<file path="src/rtl/gate_alu_pipe.sv">
// gate_alu_pipe: registered WIDTH-bit gate ALU with valid/ready output stage, accumulator and beat counter
module gate_alu_pipe #(
  parameter int WIDTH = 8,
  parameter logic [WIDTH-1:0] ACC_INIT = '0,
  parameter int CNT_W = 16
) (
  input  logic             clk,
  input  logic             rst_n,
  input  logic             in_valid,
  output logic             in_ready,
  input  logic [2:0]       op,
  input  logic             acc,
  input  logic             acc_clr,
  input  logic [WIDTH-1:0] a,
  input  logic [WIDTH-1:0] b,
  output logic             out_valid,
  input  logic             out_ready,
  output logic [WIDTH-1:0] y,
  output logic             zero,
  output logic [WIDTH-1:0] acc_q,
  output logic [CNT_W-1:0] txn_cnt
);
  typedef enum logic {EMPTY, FULL} state_t;
  state_t state;
  logic in_fire, out_fire;
  logic [WIDTH-1:0] acc_base, b_eff, result;
  assign out_valid = (state == FULL);
  assign in_ready = !out_valid | out_ready;
  assign in_fire = in_valid & in_ready;
  assign out_fire = out_valid & out_ready;
  // a clear in the same cycle as an acc beat is seen by that beat
  assign acc_base = acc_clr ? ACC_INIT : acc_q;
  assign b_eff = acc ? acc_base : b;
  always_comb begin
    result = op == 3'd0 ? a & b_eff :
             op == 3'd1 ? a | b_eff :
             op == 3'd2 ? ~a :
             op == 3'd3 ? ~(a & b_eff) :
             op == 3'd4 ? ~(a | b_eff) :
             op == 3'd5 ? a :
             op == 3'd6 ? a ^ b_eff :
                          ~(a ^ b_eff);
  end
  always_ff @(posedge clk or negedge rst_n) begin
    if (!rst_n) begin
      state <= EMPTY;
      y <= '0;
      zero <= 1'b1;
      acc_q <= ACC_INIT;
      txn_cnt <= '0;
    end else begin
      if (in_fire) begin
        state <= FULL;
        y <= result;
        zero <= (result == '0);
      end else if (out_fire) begin
        state <= EMPTY;
      end
      if (in_fire & acc) acc_q <= result;
      else if (acc_clr) acc_q <= ACC_INIT;
      if (out_fire) txn_cnt <= txn_cnt + CNT_W'(1);
    end
  end
endmodule

</file>
<file path="config.mk">
export PLATFORM = sky130hd
export DESIGN_NAME = gate_alu_pipe
export DESIGN_NICKNAME = d
export VERILOG_FILES = /design/src/rtl/gate_alu_pipe.sv
export SDC_FILE = /design/constraint.sdc
export NUM_CORES = 1
export LEC_CHECK = 0
export BUFFER_PORTS_ARGS = -buffer_cell sky130_fd_sc_hd__clkbuf_2
export CELL_PAD_IN_SITES_DETAIL_PLACEMENT = 0
export CELL_PAD_IN_SITES_GLOBAL_PLACEMENT = 2
export CORE_UTILIZATION = 29
export DETAILED_ROUTE_END_ITERATION = 16
export GPL_TIMING_DRIVEN = 1
export PLACE_DENSITY_LB_ADDON = 0.1
export SLEW_MARGIN = 20
export SYNTH_ARGS = -nofsm -noshare
export SYNTH_HDL_FRONTEND = slang
export SYNTH_SLANG_ARGS = --single-unit
</file>
<file path="constraint.sdc">
create_clock -name clk -period 2.27 [get_ports clk]
set_input_delay 0 -clock clk [delete_from_list [all_inputs] [get_ports clk]]
set_output_delay 0 -clock clk [all_outputs]
set_load 0.03 [all_outputs]
</file>
# ---- Word level (Yosys, flattened, before mapping)
# Cells that the tools add are included.
dict set report totals {
  ff_bits 34
  inputBits 25
  out_inout_bits 35
  elab_cells 39
}
dict set report classes {
  addsub 1
  n_eq_ne 6
  muxes 12
  bitwise 11
  reduce_logical 4
}
# cell n
set op_table {}
lappend op_table {{8-bit two-way mux} 10}
lappend op_table {{8-bit inverter} 4}
lappend op_table {{16-bit by 1-bit adder with 16-bit output, second input constant} 1}
lappend op_table {{3-bit equality test, second input constant} 3}
lappend op_table {{8-bit AND} 1}
lappend op_table {{8-bit zero test} 1}
lappend op_table {{8-bit OR} 1}
lappend op_table {{8-bit XOR} 1}
lappend op_table {{3-bit by 2-bit equality test with 1-bit output, second input constant} 2}
lappend op_table {{1-bit AND} 3}
lappend op_table {{3-bit by 1-bit equality test with 1-bit output, second input constant} 1}
lappend op_table {{3-bit zero test} 1}
lappend op_table {{1-bit two-way mux} 2}
lappend op_table {{2-bit nonzero test} 1}
lappend op_table {{1-bit zero test} 1}
lappend op_table {{1-bit OR} 1}

# ---- Logic depth before layout (Yosys ltp)
# Gate-level depths: netlist of run 1.
dict set report logic_depth {
  word_depth 12
  ltp_mapped 10
  mapped_depth_nobuf 10
}

# ---- Least setup slack after synthesis of run 1
# Ideal clock, no wire load.
dict set report synth_path {
  kind {register to register}
  from {register acc_q[2]}
  to {register zero}
  setup_time_ns 0.080
  t_arrival_ns 2.279
  required_time_ns 2.190
  setup_slack_ns -0.089
  path_stages_with_launch 11
  n_path_buf 0
  period_less_slack_ns 2.359
  cell_sequence {dfrtp_1 > nor2b_1 > mux2_2 > inv_1 > ha_1 > or3b_1 > a21oi_1 > a211oi_1 > o22ai_1 > and4b_1 > a32o_1}
}
dict set report synth_via {
  elab_chain_cells 12
  word_cells_on_any_way 16
  cone_classes {mux (9); bitwise (6); reduce/logical (1)}
}
# item line_no
set synth_rtl {}
lappend synth_rtl {{start: declaration} 20} ;# output logic [WIDTH-1:0] acc_q,
lappend synth_rtl {{start signal: assignment} 59} ;# if (in_fire & acc) acc_q <= result;
lappend synth_rtl {{8-bit two-way mux *} -}
lappend synth_rtl {{8-bit two-way mux *} 33} ;# assign b_eff = acc ? acc_base : b;
lappend synth_rtl {{8-bit XOR} {41, 42}}
lappend synth_rtl {{8-bit inverter} 42} ;# ~(a ^ b_eff);
lappend synth_rtl {{8-bit two-way mux} 41} ;# op == 3'd6 ? a ^ b_eff :
lappend synth_rtl {{8-bit two-way mux} 40} ;# op == 3'd5 ? a :
lappend synth_rtl {{8-bit two-way mux} 39} ;# op == 3'd4 ? ~(a | b_eff) :
lappend synth_rtl {{8-bit two-way mux} 38} ;# op == 3'd3 ? ~(a & b_eff) :
lappend synth_rtl {{8-bit two-way mux} 37} ;# op == 3'd2 ? ~a :
lappend synth_rtl {{8-bit two-way mux} 36} ;# op == 3'd1 ? a | b_eff :
lappend synth_rtl {{8-bit two-way mux *} 35} ;# result = op == 3'd0 ? a & b_eff :
lappend synth_rtl {{8-bit zero test *} 55} ;# zero <= (result == '0);
lappend synth_rtl {{end signal: assignment} 55}
lappend synth_rtl {{end: declaration} 19} ;# output logic zero,
# Mark *: on every way between the ends. The rest lies on a longest branch, timed or not.
# A chain may end at the register's enable or synchronous reset.

# ---- Final worst setup path of run 1
# Same ends and word-level chain as after synthesis.

==> key figures, run 1 <==
Timing
  • Clock Skew: just under 0.007 ns
  • Crit path time final: 2.343 ns
  • Worst Slack Setup Final: -0.07284 ns
  • Final Hold Violating Endpoints: 0
  • Slew Limit Fails: 0
  • RSZ-0062 raised after global routing: yes
  • Setup Viol. Count Final: 1
  • Fin crit share: 103.2%
  • Upper clock frequency limit: 0.4268 GHz
  • Hold Slack: 0.05637 ns
  • Max-Slew Margin vs Limit: 42.84%
  • Pin slew with the least headroom to its limit: between 0.8 and 0.9 ns

Synth
  • Post-Synthesis Cells: approximately 270
  • Yosys top cell area share: roughly 34%
  • Post-synth EDFFs: 0
  • Cell with the most instances after synthesis: dfrtp_1
  • Area leader, netlist: dfrtp_1
  • Mean Syn Cell Area: between 8 and 9 sq um
  • Synth cell count leaders: dfrtp_1, nand2_1, o21ai_0
  • Top post-synthesis cells by area: dfrtp_1, ha_1, mux2_2
  • Seq/Total Area, Yosys: between 30% and 40%
  • Synth unique cells: 46
  • Synth Cell Area: about 0.0024 sq mm
  • Syn Nets: about 320
  • YS warnings: 0
  • Synth Flop Type: dfrtp_1
  • Async SR Flop Fraction: between 90% and 100%
  • FF+latch count, synth: 34

Place
  • I/O Buffers: between 50 and 60
  • GPL Wtd Cong: around 0.76
  • Post-detail-place hpwl: roughly 5.2 mm
  • Placed instance area: between 0.002 and 0.003 sq mm

Route
  • Vias/cell: between 4 and 5
  • Iter 0 DRT Violations: slightly below 60
  • Final WL: a little under 7 mm
  • Antenna viol nets, final: 0
  • DR DRC count: 2
  • DR WL/cell: 14.77 um
  • Pre-antenna DRT Iters: 11
  • Via count: around 2200

Flow run
  • Total of max-cap violations: 0

Min path
  • Hold Path Depth: 3
  • Tightest Hold Check Type: primary input to flip-flop
  • Hold Path End: txn_cnt[0]
  • Hold Path Origin: out_ready

Die
  • DIE WIDTH: approximately 94 um
  • Die height: 93.51 um
  • Top-Level Pins: 60
  • DIE AREA: approximately 0.009 sq mm
  • Initial core utilization: between 20% and 30%
  • CORE AREA: approximately 0.008 sq mm
  • Cell Rows: 33

Global routing
  • First-pass GRT wire length: roughly 11 mm
  • Vias in the first global route: approximately 2200
  • Pin count of the biggest net entering global routing: 35
  • Initial antenna violation count: 0
  • GR Util All Layers: between 10% and 20%
  • Grt ovf: 0

CTS
  • Later-pin clock latency in the skew report: 0.29 ns
  • Clock H-tree levels: 2
  • CTS buffer count: 5
  • CTS tree: done
  • CTS sink count: 34
  • Clock transition at path regs: approximately 0.070 ns
  • Root buffer cell: clkbuf_8
  • Clk buf depth: 2

Critical path
  • Critical Path Slowest Stage Cell: dfrtp_2
  • Worst R2R Path Depth: 10
  • Worst EP arrival: 2.56 ns
  • Worst R2R End: zero
  • FF-to-FF setup slack: -0.07 ns
  • CP Class: flip-flop to flip-flop
  • Max Fanout on Critical Path: 3
  • Crit-path cells: nor2b_4 -> mux2_4 -> inv_2 -> ha_4 -> or3b_4 -> a21oi_2 -> a211oi_2 -> o22ai_2 -> and4b_1 -> a32o_1
  • Origin of the critical flop-to-flop path: acc_q[2]
  • Crit path largest cell delay: 0.41 ns
  • Worst EP required: between 2 and 2.5 ns
  • Worst setup SP type: flip-flop
  • CP Capture Type: flip-flop

Finish
  • # fillers: 898
  • Inserted Diodes: 0
  • Fin nets: a little under 400
  • Final core utilization: a little under two fifths
  • Share of cells above drive strength 1: 32.39%
  • Post-route cell area: 0.003092 sq mm
  • Layout area overhead: 27.31%

Run status
  • Failing checks: design-rule violations, negative setup slack
  • Outcome: finished, violations left

Power and ir drop
  • Tot Pwr: around 0.0020 W
  • Peak VDD IR: 0.2587 mV
  • Leak pwr: around 1.5 nW
  • Power per standard cell area: 642.0 mW/mm^2
worst max-delay path, delay by kind of cell (launching register included):
| kind | cells | cell delay (ns) |
|---|---|---|
| AND/OR/NAND/NOR | 3 | 0.74 |
| AO/OA/AOI/OAI | 4 | 0.66 |
| flip-flops | 1 | 0.41 |
| multiplexers | 1 | 0.26 |
| adder cells (fa/ha/maj) | 1 | 0.13 |
| buffers and inverters | 1 | 0.07 |
through the flow:
step                setup TNS (ns)  std cells  worst slack [ns]
floorplan                        0        274          0.001031
global placement                 0        443           0.02128
detailed placement        -0.03770        443          -0.03770
CTS                       -0.03186        454          -0.03186
global route               -0.1330        457           -0.1181
finish                    -0.07284        457          -0.07284
metal layers:
layer	track usage (%)	routed length (um)	vias to the layer above
met5	0	0	-
met4	3.333	43	0
met3	3.496	280	7
met2	24.63	2969	49
met1	23.38	3459	1049
li1	-	-	1120
where the power goes:
part | switching, W | internal (W) | total [W]
logic | 0.000466 | 0.000289 | 0.000755
registers | 0.0000959 | 0.000699 | 0.000795
clock network | 0.000223 | 0.000213 | 0.000435
worst max-delay path by stage:
stage	start	end	slack [ns]	cells after the start
global route	acc_q[2]	zero	-0.12	10
global placement	acc_q[2]	zero	0.02	10
finish	acc_q[2]	zero	-0.07	10
detailed placement	acc_q[2]	zero	-0.04	10
CTS	acc_q[2]	zero	-0.03	10
floorplan	acc_q[2]	zero	0.001	10
registers in the layout (all words and copies together) (netlist names):
register / cells
txn_cnt: 16
acc_q: 8
zero: 1
out_valid: 1
y: 8
cells by family (layout without fill, tap and decap cells):
logic type | Yosys count | count (layout) | share of synthesized area (%)
xor+xnor | 15 | 15 | 5.410
simple gates | 86 | 86 | 17.47
fa+ha+maj | 17 | 17 | 8.758
flops | 34 | 34 | 35.09
compound gates | 68 | 68 | 17.98
buf+inv | 35 | 113 | 6.749
mux | 19 | 19 | 8.552
cell type report:
class                      instances  area [sq um]  share of cell area, %
sequential                        34         853.3                  27.60
inverter                          22         82.58                  2.671
timing repair buffer              83         480.5                  15.54
clock inverter                     2         10.01                 0.3238
tap                              105         131.4                  4.249
clock buffer                       6         72.57                  2.347
multi-input combinational        205          1461                  47.27
cell usage in the layout (no fill, tap or decap), types with 10 or more instances in the layout:
| cell | count |
|---|---|
| a21oi_1 | 10 |
| buf_4 | 22 |
| clkbuf_2 | 59 |
| dfrtp_1 | 32 |
| ha_1 | 16 |
| inv_1 | 20 |
| mux2_2 | 12 |
| nand2_1 | 32 |
| nand3_1 | 12 |
| nor2_1 | 10 |
| o21ai_0 | 22 |
| xnor2_1 | 13 |
what timing repair did:
| item | 4_1_cts | 5_1_grt |
|---|---|---|
| endpoints found under the hold margin | 34 | 0 |
| buffers inserted | 1 | 3 |
| gates resized for setup | 0 | 6 |
| setup endpoints to repair | 1 | 4 |
| pin swaps | 1 | 4 |
| gates cloned | 0 | 0 |
| hold buffers | 2 | 0 |
(Power assumes the default switching activity.)
==> inputs of run 2 (changes only) <==
RECOVER_POWER = 25   (was unset)
==> key figures, run 2 (synthesis gave the netlist of run 1 again) <==
Min path
  • Hold Path End: txn_cnt[0]
  • Hold Path Depth: 3
  • Tightest Hold Check Type: primary input to flip-flop
  • Hold Path Origin: out_ready

CTS
  • Clock H-tree levels: 2
  • Clock transition at path regs: around 0.07 ns
  • CTS buffer count: 5
  • CTS sink count: 34
  • Later-pin clock latency in the skew report: between 0.2 and 0.3 ns
  • Clk buf depth: 2
  • CTS tree: done
  • Root buffer cell: clkbuf_8

Finish
  • Commonest non-fill, non-tap cell in the layout: clkbuf_2
  • Share of cells above drive strength 1: 26.14%
  • Layout area overhead: 26.17%
  • Max reg flops: 16
  • Inserted Diodes: 0
  • Fin nets: between 300 and 400
  • Largest registers: txn_cnt (16), acc_q (8), y (8)
  • Most frequent cells in the layout: clkbuf_2, nand2_1, dfrtp_1
  • Largest Register: txn_cnt

Critical path
  • Worst R2R Path Depth: 10
  • Worst EP arrival: around 2.6 ns
  • Worst EP required: ~2.5 ns
  • Buf/Inv on CP: 1
  • Crit-path cells: nor2b_4 -> mux2_4 -> inv_2 -> ha_4 -> or3b_4 -> a21oi_2 -> a211oi_2 -> o22ai_2 -> and4b_1 -> a32o_1
  • Crit path depth: 10
  • CP delay by family, top: simple AND/OR/NAND/NOR gates
  • CP Class: flip-flop to flip-flop
  • CP Capture Type: flip-flop
  • Origin of the critical flop-to-flop path: acc_q[2]
  • Crit path largest cell delay: 0.41 ns
  • Max Fanout on Critical Path: 3
  • FF-to-FF setup slack: -0.06 ns
  • Worst R2R End: zero
  • Critical Path Slowest Stage Cell: dfrtp_2
  • Worst setup SP type: flip-flop

Global routing
  • Pin count of the biggest net entering global routing: 35
  • Vias in the first global route: 2157
  • Initial antenna violation count: 0
  • M3 GR Usage: around 3.5%
  • M2 GR Usage: between 20% and 30%
  • Global route hottest layer: met2
  • GR Util All Layers: 16.17%
  • Grt ovf: 0
  • First-pass GRT wire length: ~11 mm
  • M1 GR Usage: 23.38%

Route
  • DR WL/cell: between 10 and 15 um
  • Final WL: approximately 6.8 mm
  • Via count: approximately 2200
  • Iter 0 DRT Violations: 51
  • Antenna viol nets, final: 0
  • DR DRC count: 2
  • Pre-antenna DRT Iters: 10
  • Vias/cell: roughly 4.9

Power and ir drop
  • Peak VDD IR: approximately 0.27 mV
  • Leak pwr: 1.439 nW
  • Power per standard cell area: 642.0 mW/mm^2

Timing
  • Worst Slack Setup Final: -0.06170 ns
  • Max-Slew Margin vs Limit: a little over two fifths
  • Slew Limit Fails: 0
  • Clock Skew: ~0.0056 ns
  • Final Hold Violating Endpoints: 0
  • Pin slew with the least headroom to its limit: about 0.86 ns
  • Setup Viol. Count Final: 1
  • Upper clock frequency limit: approximately 0.43 GHz
  • Crit path time final: around 2.3 ns
  • RSZ-0062 raised after global routing: yes
  • TNS Setup: -0.06170 ns
  • Fin crit share: 102.7%

Die
  • Top-Level Pins: 60
  • DIE AREA: just under 0.009 sq mm
  • Cell Rows: 33
  • Initial core utilization: around 30%
  • DIE WIDTH: between 90 and 100 um
  • Die height: 93.51 um
  • CORE AREA: approximately 0.0082 sq mm

Place
  • I/O Buffers: 59
  • Post-detail-place hpwl: between 5 and 6 mm
  • DP Worst Slack: -0.03770 ns
  • GPL Wtd Cong: roughly 0.76

Run status
  • Outcome: finished, violations left
  • Failing checks: design-rule violations, negative setup slack

Flow run
  • Total of max-cap violations: 0
-- run 2: cell count changes in the layout (fill, tap and decap cells not counted) --
cell | before | now
clkbuf_2 | 59 | 37
clkbuf_1 | 1 | 23
-- run 2: worst max-delay path by stage --
stage,slack [ns],to,startpoint
after CTS,-0.03,zero,acc_q[2]
after global placement,0.02,zero,acc_q[2]
after detailed placement,-0.04,zero,acc_q[2]
after floorplan,0.001,zero,acc_q[2]
final,-0.06,zero,acc_q[2]
after global routing,-0.12,zero,acc_q[2]
-- run 2: metal layers --
| metal | vias to the layer above | wire [um] |
|---|---|---|
| met3 | 7 | 277 |
| met5 | - | 0 |
| met1 | 1043 | 3486 |
| li1 | 1122 | - |
| met4 | 0 | 43 |
| met2 | 45 | 2942 |
-- run 2: final cells by class --
type	count	area (sq um)
flip-flops and latches	34	853.3
clock inverters	2	10.01
fillers	912	5111
multi-input cells	205	1461
well taps	105	131.4
clock buffers	6	72.57
inverters	22	82.58
repair buffers	83	452.9
-- run 2: tightest hold or removal path: stages --
cell	delay, ns
clkbuf_2	0.09
nand2_1	0.13
xnor2_1	0.08
-- run 2: through the flow --
| stage | util [%] | hold WS [ns] | instances | cell area, sq um | power, W |
|---|---|---|---|---|---|
| CTS | 37.24 | 0.05637 | 454 | 3044 | 0.001994 |
| detailed placement | 35.89 | 0.1580 | 443 | 2934 | 0.001544 |
| global placement | 35.89 | 0.1588 | 443 | 2934 | 0.001542 |
| global route | 37.48 | 0.07355 | 457 | 3064 | 0.002106 |
| floorplan | - | -0.2956 | 274 | 2454 | 0.001283 |
| finish | 37.48 | 0.05603 | 457 | 3064 | 0.001967 |
-- run 2: what timing repair did --
item,CTS,global route
endpoints found under the setup margin,1,4
gates resized for setup,0,6
hold endpoints to repair,34,0
setup buffers,1,3
hold buffers,2,0
pin swaps,1,4
-- run 2: power breakdown --
group / switching (W) / total [W] / leakage [nW] / internal, W
combinational: 0.000467 / 0.000741 / 0.957 / 0.000274
sequential: 0.0000945 / 0.000793 / 0.437 / 0.000699
clock: 0.000221 / 0.000433 / 0.0450 / 0.000213
total: 0.000782 / 0.00197 / 1.44 / 0.00119
